File: config.mk
export PLATFORM = sky130hd
export DESIGN_NAME = product_accumulator
export DESIGN_NICKNAME = d
export VERILOG_FILES = /design/src/rtl/product_accumulator.sv
export SDC_FILE = /design/constraint.sdc
export NUM_CORES = 1
export LEC_CHECK = 0
export ABC_AREA = 1
export BUFFER_PORTS_ARGS = -buffer_cell sky130_fd_sc_hd__buf_2
export CAP_MARGIN = 15
export CORE_MARGIN = 5
export CORE_UTILIZATION = 45
export CTS_CLUSTER_DIAMETER = 100
export CTS_CLUSTER_SIZE = 12
export DETAILED_ROUTE_END_ITERATION = 10
export PLACE_DENSITY = 0.68
export SETUP_SLACK_MARGIN = 0.1
export SYNTH_ARGS = -nofsm -noshare
export SYNTH_HDL_FRONTEND = slang
export SYNTH_SLANG_ARGS = --single-unit
File: constraint.sdc
create_clock -name clk -period 2.7 [get_ports clk]
set_input_delay 0 -clock clk [delete_from_list [all_inputs] [get_ports clk]]
set_output_delay 0 -clock clk [all_outputs]
set_load 0.03 [all_outputs]
File: src/rtl/product_accumulator.sv
// -----------------------------------------------------------------------------
// product_accumulator
//
// Sums a programmed number of unsigned products arriving from the registered
// multiplier stage (one MAC / dot-product reduction) and presents the final
// sum with a sticky overflow flag over a valid/ready handshake.
//
// Parameters:
//   PROD_W  width of each incoming product
//   ACC_W   accumulator / result width (must be >= PROD_W)
//   LEN_W   width of the product-count field
//
// Ports:
//   clk        clock
//   reset_n    asynchronous active-low reset
//   start      begin a reduction (sampled only in IDLE)
//   len        number of products to sum, latched on start
//   in_valid   in_prod holds a valid product
//   in_ready   block accepts a product this cycle (high in ACCUM)
//   in_prod    unsigned product
//   out_valid  out_sum / out_ovf valid (high in DONE)
//   out_ready  downstream accepts the result
//   out_sum    final sum
//   out_ovf    sticky: a carry out of ACC_W occurred during this reduction
//   busy       high in ACCUM and DONE
//
// Optional feature macro: ACC_SATURATE_EN
//   defined   - on overflow the accumulator clamps to all-ones for the rest
//               of the reduction
//   undefined - the accumulator wraps modulo 2^ACC_W
//   out_ovf records the overflow in both builds; ports and timing identical.
// -----------------------------------------------------------------------------
module product_accumulator #(
    parameter int PROD_W = 16,
    parameter int ACC_W  = 32,
    parameter int LEN_W  = 8
) (
    input  logic              clk,
    input  logic              reset_n,
    input  logic              start,
    input  logic [LEN_W-1:0]  len,
    input  logic              in_valid,
    output logic              in_ready,
    input  logic [PROD_W-1:0] in_prod,
    output logic              out_valid,
    input  logic              out_ready,
    output logic [ACC_W-1:0]  out_sum,
    output logic              out_ovf,
    output logic              busy
);

    typedef enum logic [1:0] {
        IDLE  = 2'd0,
        ACCUM = 2'd1,
        DONE  = 2'd2
    } state_t;

    state_t             state;
    state_t             state_nxt;

    logic [ACC_W-1:0]   acc;
    logic               ovf;
    logic [LEN_W-1:0]   cnt;

    logic               accept;
    logic [ACC_W:0]     sum_wide;
    logic               ovf_nxt;
    logic [ACC_W-1:0]   acc_nxt;
    logic               last;

    // Full-width add keeping the carry out of bit ACC_W-1 in the top bit.
    function automatic logic [ACC_W:0] add_carry(input logic [ACC_W-1:0]  a,
                                                 input logic [PROD_W-1:0] p);
        return {1'b0, a} + {{(ACC_W + 1 - PROD_W){1'b0}}, p};
    endfunction

`ifdef ACC_SATURATE_EN
    // Once any overflow has happened in this reduction the accumulator is
    // pinned at full scale.
    function automatic logic [ACC_W-1:0] saturate(input logic [ACC_W-1:0] s,
                                                  input logic             sticky);
        return sticky ? {ACC_W{1'b1}} : s;
    endfunction
`endif

    assign accept = in_valid & in_ready;
    assign last   = (cnt == LEN_W'(1));

    always_comb begin
        sum_wide = add_carry(acc, in_prod);
        ovf_nxt  = ovf | sum_wide[ACC_W];
`ifdef ACC_SATURATE_EN
        acc_nxt  = saturate(sum_wide[ACC_W-1:0], ovf_nxt);
`else
        acc_nxt  = sum_wide[ACC_W-1:0];
`endif
    end

    // State register
    always_ff @(posedge clk or negedge reset_n) begin
        if (!reset_n) begin
            state <= IDLE;
        end else begin
            state <= state_nxt;
        end
    end

    // Next state and handshake outputs, all decoded from the current state
    always_comb begin
        state_nxt = state;
        in_ready  = 1'b0;
        out_valid = 1'b0;
        busy      = 1'b0;
        case (state)
            IDLE: begin
                if (start) begin
                    state_nxt = (len != '0) ? ACCUM : DONE;
                end
            end
            ACCUM: begin
                in_ready = 1'b1;
                busy     = 1'b1;
                if (accept && last) begin
                    state_nxt = DONE;
                end
            end
            DONE: begin
                out_valid = 1'b1;
                busy      = 1'b1;
                if (out_ready) begin
                    state_nxt = IDLE;
                end
            end
            default: begin
                state_nxt = IDLE;
            end
        endcase
    end

    // Accumulator, count and result registers
    always_ff @(posedge clk or negedge reset_n) begin
        if (!reset_n) begin
            acc     <= '0;
            ovf     <= 1'b0;
            cnt     <= '0;
            out_sum <= '0;
            out_ovf <= 1'b0;
        end else begin
            case (state)
                IDLE: begin
                    if (start) begin
                        if (len != '0) begin
                            acc <= '0;
                            ovf <= 1'b0;
                            cnt <= len;
                        end else begin
                            // Empty reduction: result is zero, no products taken
                            out_sum <= '0;
                            out_ovf <= 1'b0;
                        end
                    end
                end
                ACCUM: begin
                    if (accept) begin
                        acc <= acc_nxt;
                        ovf <= ovf_nxt;
                        cnt <= cnt - LEN_W'(1);
                        if (last) begin
                            out_sum <= acc_nxt;
                            out_ovf <= ovf_nxt;
                        end
                    end
                end
                default: begin
                end
            endcase
        end
    end

endmodule

== Word-level counts from Yosys, hierarchy flattened ==
Index checks and enable logic that the tools add are counted.

* Register bits: 76
* Bits of input ports: 29
* Output and inout bits: 36
* Word-level logic and storage cells: 58

* $add $sub $neg: 2
* Equality and inequality tests: 10
* Muxes and demuxes: 30
* Bitwise operators: 2
* Reductions and logical operators: 8

{| class="wikitable"
|+ Operators by type and width
! operator !! number
|-
| $mux 32 || 7
|-
| $pmux 32 s2 || 2
|-
| $add 32x16->33 || 1
|-
| $mux 8 || 3
|-
| $pmux 8 s2 || 1
|-
| $ne 2x2->1 const B || 7
|-
| $mux 1 || 10
|-
| $eq 8x1->1 const B || 1
|-
| $mux 2 || 4
|-
| $reduce_bool 8->1 || 1
|-
| $sub 8x1->8 const B || 1
|-
| $pmux 2 s3 || 1
|-
| $reduce_and 5->1 || 1
|-
| $pmux 1 s2 || 2
|-
| $reduce_and 4->1 || 1
|-
| $reduce_and 3->1 || 1
|-
| $eq 2x1->1 const B || 1
|-
| $eq 2x2->1 const B || 1
|-
| $logic_not 2->1 || 1
|-
| $reduce_bool 2->1 || 1
|-
| $reduce_or 2->1 || 1
|-
| $and 1x1->1 || 1
|-
| $logic_and 1x1->1 || 1
|-
| $or 1x1->1 || 1
|}

== Logic depth before layout (Yosys ltp) ==
Gate-level depths: netlist of the first run.

* Depth in word-level cells: 6
* Depth in mapped cells: 14
* Depth with buffers taken out: 14

== Least setup slack after synthesis of the first run ==
OpenSTA, ideal clock, no wires.

* Path type: reg2reg
* From: register state[1]
* To: register out_sum[12]
* Library setup time: 0.065 ns
* Arrival: 1.680 ns
* Data required time: 2.635 ns
* Setup slack: 0.955 ns
* Cell stages (with the launch flop): 9
* Path buffers: 2
* Clock period less this slack: 1.745 ns
* Cell sequence: dfrtp_1 inv_1 ha_1 buf_2 clkbuf_1 o21ai_0 a21oi_1 nand2_1 nand2_1

* Cells in the longest elaborated chain, start to end: 5
* Elaborated cells on any way between the ends: 11
* Classes of those cells: 5 x eq/ne; 2 x mux; 1 x bitwise; 3 x reduce/logical

{| class="wikitable"
|+ RTL lines
! item !! line !! source
|-
| start, declared || 58 || <nowiki>state_t state;</nowiki>
|-
| start signal, assigned || 104 || <nowiki>state <= state_nxt;</nowiki>
|-
| $eq 2x1->1 || 114 || <nowiki>case (state)</nowiki>
|-
| $mux 1 || 114 ||
|-
| via in_ready || 43 || <nowiki>output logic in_ready,</nowiki>
|-
| $and 1x1->1 || 86 || <nowiki>assign accept = in_valid & in_ready;</nowiki>
|-
| $ne 2x2->1 (no source line) || n/a ||
|-
| $reduce_and 5->1 (no source line) || n/a ||
|-
| end signal, assigned || 169 || <nowiki>out_sum <= acc_nxt;</nowiki>
|-
| end, declared || 47 || <nowiki>output logic [ACC_W-1:0] out_sum,</nowiki>
|}

The timed path passes the listed nets, and every way through them passes these cells.
A chain may end at the register's enable or synchronous reset.

== Final worst setup path of the first run ==
* From: register acc[0]
* To: register out_sum[26]

* Cells in the longest elaborated chain, start to end: 4

{| class="wikitable"
|+ RTL lines
! item !! line !! source
|-
| start, declared || 61 || <nowiki>logic [ACC_W-1:0] acc;</nowiki>
|-
| start signal, assigned || 165 || <nowiki>acc <= acc_nxt;</nowiki>
|-
| $add 32x16->33 || 74 || <nowiki>return {1'b0, a} + {{(ACC_W + 1 - PROD_W){1'b0}}, p};</nowiki>
|-
| $mux 32 || 168 || <nowiki>if (last) begin</nowiki>
|-
| $mux 32 || 164 || <nowiki>if (accept) begin</nowiki>
|-
| $pmux 32 s2 || 149 || <nowiki>case (state)</nowiki>
|}

No other way between the ends. The select of a mux whose other input is x is not followed.

==> impl_metrics.json, run 1 <==
{
  "status": "finished, final reports clean",
  "path_buf_inv": 2,
  "switching_share_pct": 48.5,
  "synth_compound_area_share_pct": 8.82,
  "syn_avg_cell_area_um2": 6.78,
  "n_antenna_cell": 0,
  "path_clk_slew_ps": 70,
  "synthDistinctLibCells": 39,
  "cts_resized": 0,
  "end_kind": "flip-flop",
  "synth-xor-area-share_pct": 0.695,
  "ff2ff_setup_slack_ps": 580,
  "finalCriticalPeriod_ps": 2120,
  "cts.sinks": 76,
  "yosys_warnings": 0,
  "p_switching_mw": 2.50,
  "final_common_cell": "nand2_1",
  "clock_path_buffers": 2,
  "crit_fanout": 4,
  "vias": 4852,
  "ios": 65,
  "worstPathArrival_ps": 2380,
  "cpMostUsedCell": "nand2_1",
  "final.period_utilization_pct": 78.5,
  "portBuffers": 64,
  "wire_per_inst_um": 13.7,
  "grt_antenna_before_repair": 0,
  "grt_overflow": 0,
  "dpl.hpwl_um": 9720,
  "ir_worst_vdd_mv": 0.808,
  "dp_slack_ps": 583,
  "power_frac_clock_pct": 17.7,
  "drive_gt1_share_pct": 13.0,
  "cts_inserted_buffers": 9,
  "path_class": "reg -> reg",
  "syn2layout_area_growth_pct": 14.0,
  "powerDensity_nw_per_um2": 899,
  "synthAdderAreaFrac_pct": 5.61,
  "relSlewSlack_pct": 34.6,
  "ctsHoldBuffers": 8,
  "die_w_um": 116,
  "die_h_um": 116,
  "syn_inst": 743,
  "intPower_mw": 2.65,
  "finalHoldViolations": 0,
  "drcViolationCount": 0,
  "cts_tree": "yes",
  "wl_um": 13100,
  "drv_slew": 0,
  "htree_levels": 3,
  "drt_first_iter_violations": 387,
  "rsz0062_at_grt": "false",
  "pwr-share-seq_pct": 29.9,
  "fmax_mhz": 472,
  "synth_edf_count": 0,
  "antenna_left": 0,
  "nets": 862,
  "setup_slack_ps": 580,
  "grt_pass1_vias": 4784,
  "die-area_um2": 13400,
  "drv_cap": 0,
  "rows": 38,
  "cp_cell_sequence": "ha_1, inv_1, fa_1, inv_1, nand4_1, nand2_1, nand2_1, nand2_1, nand2_1, nand2_1, nand2_1, nand4_1, nand2_1",
  "async_flop_share_pct": 100,
  "clock_latency_ps": 370,
  "gr-usage-all-layers_pct": 21.0,
  "synthSimpleGateAreaFrac_pct": 37.0,
  "p_leak_nw": 3.29,
  "ys_ff_latch": 76,
  "core_um2": 10900,
  "ys_seq_area_share_pct": 37.8,
  "required_ps": 2960,
  "setup_viol": 0,
  "synth_flop_cell": "dfrtp_1",
  "worst_clock_skew_ps": 5.51,
  "combPwrFrac_pct": 52.5,
  "slowest_delay_ps": 390,
  "grt_pass1_wl_um": 22400,
  "gp_congestion": 0.941,
  "fin_setup_tns_ps": 0,
  "clock-root-buffer": "clkbuf_8",
  "syn_nets": 794,
  "post_cts_buffers": 0,
  "grt_max_degree": 77,
  "mostFrequentLayoutCells": "nand2_1, inv_1, dfrtp_1, buf_2, nor2_1",
  "viasPerCell": 5.08,
  "initial_utilization_pct": 46.3,
  "worstSetupStartpointType": "flip-flop",
  "cp_top_family": "simple AND/OR/NAND/NOR gates",
  "synthMuxAreaShare_pct": 0,
  "hold_class": "in -> reg",
  "max_slew.worst_pin.slew_ps": 980,
  "synth_top_family_by_area": "simple AND/OR/NAND/NOR gates",
  "syn_area_um2": 5040,
  "crit_slowest_cell": "fa_1",
  "drt-pass1-iter-count": 5
}
[state kept, by name (all words and copies together) (netlist names)]
name / cells
acc: 32
out_ovf: 1
ovf: 1
state: 2
cnt: 8
out_sum: 32
[cell usage after synthesis (2+ instances only)]
cell type  instances  share of area (%)
or2_1              2               0.25
o21ai_1           15                1.5
inv_2              4               0.30
inv_1            100                7.5
nand3_1           38                3.8
nor2_1            43                3.2
o21ai_2            2               0.35
nand4_1           33                4.1
nand2_2            3               0.37
clkbuf_1           2               0.15
dfrtp_1           76                 38
nor2_2             5               0.62
a21oi_1           23                2.3
xor2_1             3               0.52
o21ai_0           27                2.7
nor3_1             6               0.60
nand2_1          298                 22
buf_2             13                1.3
o21a_1             2               0.30
o211ai_1           3               0.45
ha_1              21                5.2
a21oi_2            2               0.35
nand3_2            3               0.60
buf_4              4               0.60
[routing by layer]
layer	routed length, um	vias up	global-route usage, %
li1	-	2491	-
met1	6160	2222	28.4
met2	6000	122	34.1
met3	665	17	3.34
met4	237	0	7.50
met5	0	-	0
[worst min-delay path, delay by kind of cell]
family / cells / cell delay (ps)
buffers and inverters: 1 / 80
adders and majority gates: 1 / 120
AOI/OAI and AO/OA: 1 / 120
and+or+nand+nor: 1 / 60
[cell type report]
| cell class | count | area (um2) |
|---|---|---|
| clock inverter | 1 | 30.0 |
| multi-input combinational | 543 | 2630 |
| sequential | 76 | 1900 |
| tap | 140 | 175 |
| clock buffer | 14 | 173 |
| inverter | 104 | 390 |
| timing repair buffer | 77 | 440 |
| fill | 1071 | 5150 |
[logic make-up after synthesis]
logic type	after synthesis
XOR/XNOR	4
AO/OA/AOI/OAI	80
flip-flops	76
AND/OR/NAND/NOR	437
buffers and inverters	124
adder cells (fa/ha/maj)	22
[metrics by stage]
step	instance area (um2)	utilization, %	total power, mW	hold WS, ps	std cells
finish	5740	52.7	5.16	44.5	955
global route	5740	52.7	5.60	56.5	955
CTS	5740	52.7	5.20	31.9	955
detailed placement	5460	50.1	4.26	231	932
global placement	5460	50.1	4.17	221	932
floorplan	5040	-	3.62	-296	743
[final timing paths]
path | endpoint | from | cells after the start
worst min register to register | out_sum[21] | out_sum[21] | 2
min in group asynchronous | out_sum[9] | reset_n | 2
worst min-delay path | out_sum[0] | in_prod[0] | 4
max in group asynchronous | state[1] | reset_n | 2
worst max-delay path | out_sum[26] | acc[0] | 13
worst max register to register | out_sum[26] | acc[0] | 13
[power by group through the flow]
stage / clock [mW] / combinational [mW] / sequential [mW]
2_1_floorplan: 0 / 1.89 / 1.73
3_3_place_gp: 0 / 2.62 / 1.55
3_5_place_dp: 0 / 2.70 / 1.56
4_1_cts: 0.938 / 2.72 / 1.54
5_1_grt: 0.985 / 3.04 / 1.58
6_report: 0.912 / 2.71 / 1.54
Note: power is estimated with default switching activity, not from simulation.
==> inputs of run 2 (changes only) <==
- ABC_AREA: 1 -> 0
- PLACE_DENSITY: 0.68 -> 0.71
- clock period: 2.7 -> 1.7 ns (I/O delays scaled with it)
==> impl_metrics.json, run 2 <==
{
  "reg_top3": "acc (32), out_sum (32), cnt (8)",
  "synth.most_common_cell": "nand2_1",
  "rows": 36,
  "dp_slack_ps": -722,
  "status": "finished with violations",
  "worstSetupStartpointType": "flip-flop",
  "worst_clock_skew_ps": 9.52,
  "yosysTopAreaCellShare_pct": 42.9,
  "syn_avg_cell_area_um2": 8.98,
  "clock-root-buffer": "clkbuf_8",
  "hold_depth": 4,
  "crit_slowest_cell": "a2111oi_4",
  "syn_area_um2": 4440,
  "dpl.hpwl_um": 8490,
  "mostFrequentLayoutCells": "buf_4, dfrtp_1, nand2_1, buf_2, o21ai_1",
  "wire_per_inst_um": 17.5,
  "violations": "setup timing",
  "worstPathArrival_ps": 2740,
  "end_kind": "flip-flop",
  "ios": 65,
  "clock_path_buffers": 2,
  "placedInstanceArea_um2": 5690,
  "path_clk_slew_ps": 70,
  "path_class": "reg -> reg",
  "grt_util_met2_pct": 38.2,
  "slowest_delay_ps": 400,
  "power_mw": 11.9,
  "drcViolationCount": 0,
  "p_leak_nw": 3.10,
  "clock_latency_ps": 370,
  "syn2layout_area_growth_pct": 55.8,
  "finalCriticalPeriod_ps": 2500,
  "nets": 725,
  "synthDistinctLibCells": 53,
  "grt_pass1_wl_um": 20600,
  "final.period_utilization_pct": 147,
  "final_common_cell": "buf_4",
  "cts.sinks": 76,
  "max_slew.worst_pin.slew_ps": 463,
  "async_flop_share_pct": 100,
  "n_antenna_cell": 0,
  "yosys-top-cells-area": "dfrtp_1, nand2_1, o21ai_0, ha_1, xnor2_1",
  "synth_edf_count": 0,
  "finalHoldViolations": 0,
  "r2r_cells": 10,
  "die_w_um": 109,
  "htree_levels": 3,
  "globalRouteMet3Util_pct": 3.55,
  "fmax_mhz": 401,
  "cp_cell_sequence": "ha_2, inv_2, fa_2, nor2b_4, o2111ai_4, a21oi_4, o211ai_4, a2111oi_4, mux2i_1, o21ai_1",
  "setup_slack_ps": -796,
  "powerDensity_nw_per_um2": 1720,
  "relSlewSlack_pct": 68.9,
  "crit_fanout": 6,
  "grt_pass1_vias": 4348,
  "grt_max_degree": 35,
  "core_um2": 9680,
  "drive_gt1_share_pct": 46.0,
  "ir_worst_vdd_mv": 1.23,
  "drv_slew": 0,
  "ys_seq_area_share_pct": 42.9,
  "drv_cap": 0,
  "ys_ff_latch": 76,
  "gp_congestion": 0.857,
  "final_core_util_pct": 71.4,
  "wl_um": 14200,
  "yosys_warnings": 0,
  "initial_utilization_pct": 45.8,
  "syn_nets": 545,
  "hold_slack_ps": 71.1,
  "die-area_um2": 11900,
  "grt_use_met1_pct": 27.3,
  "gr-usage-all-layers_pct": 22.2,
  "yosysTopAreaCell": "dfrtp_1",
  "final_area_um2": 6910,
  "grt_most_used_layer": "met2",
  "required_ps": 1940,
  "vias": 4418,
  "synth_flop_cell": "dfrtp_1",
  "viasPerCell": 5.45,
  "grt_overflow": 0,
  "antenna_left": 0,
  "rsz0062_at_grt": "true",
  "syn_inst": 494,
  "die_h_um": 109,
  "portBuffers": 64,
  "hold_class": "in -> reg",
  "cts_inserted_buffers": 9,
  "drt-pass1-iter-count": 4,
  "drt_first_iter_violations": 216,
  "cts_tree": "yes",
  "setup_viol": 63,
  "grt_antenna_before_repair": 0,
  "synthTopCellsByCount": "nand2_1, dfrtp_1, o21ai_0, nor2_1, a21oi_1"
}
==> run 2: layer usage <==
| metal | vias up | share of wire, % |
|---|---|---|
| met5 | - | 0 |
| met4 | 0 | 2.3 |
| met3 | 26 | 5.2 |
| met2 | 114 | 53 |
| met1 | 2177 | 39 |
| li1 | 2101 | - |
==> run 2: cells by family (layout without fill, tap and decap cells) <==
group,Yosys count,after routing,share of synthesized area [%]
simple gates,161,161,15.9
fa+ha+maj,22,22,6.38
compound gates,150,150,21.7
buf+inv,39,223,3.55
flops,76,76,42.9
mux,19,19,4.32
xor+xnor,27,27,5.33
==> run 2: stage by stage <==
step / std cells / setup TNS (ps)
2_1_floorplan: 494 / -16320
3_3_place_gp: 750 / -26370
3_5_place_dp: 750 / -29380
4_1_cts: 785 / -28550
5_1_grt: 811 / -38150
6_report: 811 / -33140
==> run 2: where the power goes <==
group	internal [mW]	leakage [nW]	switching, mW
combinational	3.69	1.98	4.07
clock	0.711	0.0935	0.676
sequential	2.32	1.03	0.385
==> run 2: cell type report <==
class / count / area, um2
Multi-Input combinational cell: 379 / 3030
Fill cell: 694 / 2770
Sequential cell: 76 / 1900
Timing Repair Buffer: 192 / 1570
Tap cell: 133 / 166
Clock buffer: 13 / 149
Inverter: 16 / 61.3
Clock inverter: 2 / 35.0
==> run 2: repair_timing <==
action | in CTS | in global routing
resized for setup | 50 | 93
endpoints found under the hold margin | 84 | 0
pin swaps | 23 | 38
endpoints found under the setup margin | 74 | 75
hold buffers | 9 | 0
buffers inserted | 10 | 24
gates cloned | 2 | 3
==> run 2: worst paths after layout <==
| path | from | to | slack, ps |
|---|---|---|---|
| max | acc[0] | acc[30] | -800 |
| min reg2reg | out_sum[15] | out_sum[15] | 480 |
| min | out_ready | state[0] | 70 |
| max reg2reg | acc[0] | acc[30] | -800 |
| max in group asynchronous | reset_n | acc[6] | 1020 |
| min in group asynchronous | reset_n | cnt[7] | 120 |
==> run 2: worst max-delay path, delay by kind of cell, from the launching register on <==
family / cells / cell delay [ps]
AO/OA/AOI/OAI: 5 / 980
adder cells (fa/ha/maj): 2 / 560
multiplexers: 1 / 260
buffers and inverters: 1 / 40
flip-flops: 1 / 370
AND/OR/NAND/NOR: 1 / 160
==> inputs of run 3 (changes only) <==
- PLACE_DENSITY: 0.71 -> 0.68
- clock period: 1.7 -> 3.2 ns (I/O delays scaled with it)
==> impl_metrics.json, run 3 (same netlist as run 2, synthesis figures left out) <==
{
  "status": "finished, final reports clean",
  "rsz0062_at_grt": "false",
  "gp_congestion": 0.840,
  "cts_inserted_buffers": 9,
  "final.period_utilization_pct": 80.5,
  "fmax_mhz": 388,
  "portBuffers": 64,
  "worst_clock_skew_ps": 10.7,
  "drcViolationCount": 0,
  "worstSetupStartpointType": "flip-flop",
  "viasPerCell": 5.30,
  "syn2layout_area_growth_pct": 16.7,
  "ir_worst_vdd_mv": 0.916,
  "drive_gt1_share_pct": 18.2,
  "final_area_um2": 5180,
  "drt-pass1-iter-count": 4,
  "grt_pass1_vias": 3702,
  "drv_slew": 0,
  "dp_slack_ps": 617,
  "nets": 612,
  "clock_latency_ps": 350,
  "wl_um": 10200,
  "p_leak_nw": 2.32,
  "path_class": "reg -> reg",
  "hold_class": "in -> reg",
  "gr-usage-all-layers_pct": 18.5,
  "wire_per_inst_um": 14.7,
  "reg2reg_to": "acc[30]",
  "ff2ff_setup_slack_ps": 620,
  "worstPathArrival_ps": 2810,
  "cts_resized": 0,
  "rows": 36,
  "antenna_left": 0,
  "slowest_delay_ps": 390,
  "placed_cells": 674,
  "cp_cell_sequence": "ha_1, inv_1, fa_1, nor2b_1, o2111ai_1, a21oi_2, o211ai_4, a2111oi_4, mux2i_1, o21ai_1",
  "crit_slowest_cell": "fa_1",
  "core_um2": 9680,
  "setup_viol": 0,
  "finalHoldViolations": 0,
  "ios": 65,
  "path_buf_inv": 1,
  "hold_depth": 4,
  "cp_top_family": "compound AO/OA/AOI/OAI gates",
  "drt_first_iter_violations": 145,
  "hold_end": "state[0]",
  "cts.sinks": 76,
  "initial_utilization_pct": 45.8,
  "n_antenna_cell": 0,
  "relSlewSlack_pct": 33.2,
  "final_common_cell": "nand2_1",
  "r2r_cells": 10,
  "powerDensity_nw_per_um2": 854,
  "clock_path_buffers": 2,
  "required_ps": 3430,
  "max_slew.worst_pin.slew_ps": 1000,
  "placedInstanceArea_um2": 4880,
  "reg_top3": "acc (32), out_sum (32), cnt (8)",
  "die_w_um": 109,
  "die_h_um": 109,
  "hold_start": "out_ready",
  "cts_tree": "yes",
  "path_clk_slew_ps": 80,
  "grt_antenna_before_repair": 0,
  "drv_cap": 0,
  "fin_setup_tns_ps": 0,
  "end_kind": "flip-flop",
  "grt_max_degree": 77,
  "die-area_um2": 11900,
  "grt_pass1_wl_um": 17400,
  "htree_levels": 3,
  "dpl.hpwl_um": 7230,
  "vias": 3702,
  "rr_startpoint": "acc[0]",
  "setup_slack_ps": 624,
  "hold_slack_ps": 77.8,
  "crit_fanout": 6,
  "mostFrequentLayoutCells": "nand2_1, dfrtp_1, buf_2, o21ai_0, nor2_1",
  "clock-root-buffer": "clkbuf_8",
  "finalCriticalPeriod_ps": 2580,
  "fin_cells": 699,
  "grt_overflow": 0
}
run 3: cell types whose count changed in the layout (fill, tap and decap cells not counted), sizes merged:
cell,change
clkinvlp,+1
clkbuf,-4
clkinv,+1
buf,-110
run 3: worst max-delay path by stage:
stage	startpoint	to	slack, ps	depth (start not counted)
floorplan	acc[0]	acc[30]	880	10
global placement	acc[0]	acc[30]	710	10
detailed placement	acc[0]	acc[30]	620	10
CTS	acc[0]	acc[30]	600	10
global route	acc[0]	acc[30]	420	10
finish	acc[0]	acc[30]	620	10
run 3: worst reg2reg max path: stages (launching register included):
cell and delay [ps]:
dfrtp_1 360, ha_1 170, inv_1 50, fa_1 390, nor2b_1 170, o2111ai_1 160, a21oi_2 280, o211ai_4 180
a2111oi_4 400, mux2i_1 240, o21ai_1 80
run 3: area by class of cell:
type / instances / area, um2
timing repair buffer: 79 / 470
fill: 910 / 4510
tap: 133 / 166
clock buffer: 12 / 155
inverter: 16 / 60.1
clock inverter: 4 / 47.5
sequential: 76 / 1900
multi-input combinational: 379 / 2380
run 3: what timing repair did:
action,4_1_cts,5_1_grt
buffers inserted,0,0
hold buffers,9,0
hold endpoints to repair,84,0
endpoints found under the setup margin,0,0
run 3: routing by layer:
| metal | GRT usage [%] | share of wire [%] | up-vias |
|---|---|---|---|
| met5 | 0 | 0 | - |
| li1 | - | - | 1868 |
| met4 | 6.50 | 1.4 | 0 |
| met2 | 31.0 | 48 | 75 |
| met1 | 24.1 | 46 | 1750 |
| met3 | 3.37 | 4.1 | 9 |
run 3: metrics by stage:
stage	total power, mW	utilization, %
final	4.42	53.5
after global routing	4.80	53.5
after CTS	4.46	53.5
after detailed placement	3.69	50.4
after global placement	3.62	50.4
after floorplan	3.12	-
run 3: power by group:
part	switching (mW)	internal (mW)	total [mW]
registers	0.189	1.23	1.42
clock network	0.360	0.401	0.761
logic	1.44	0.803	2.24
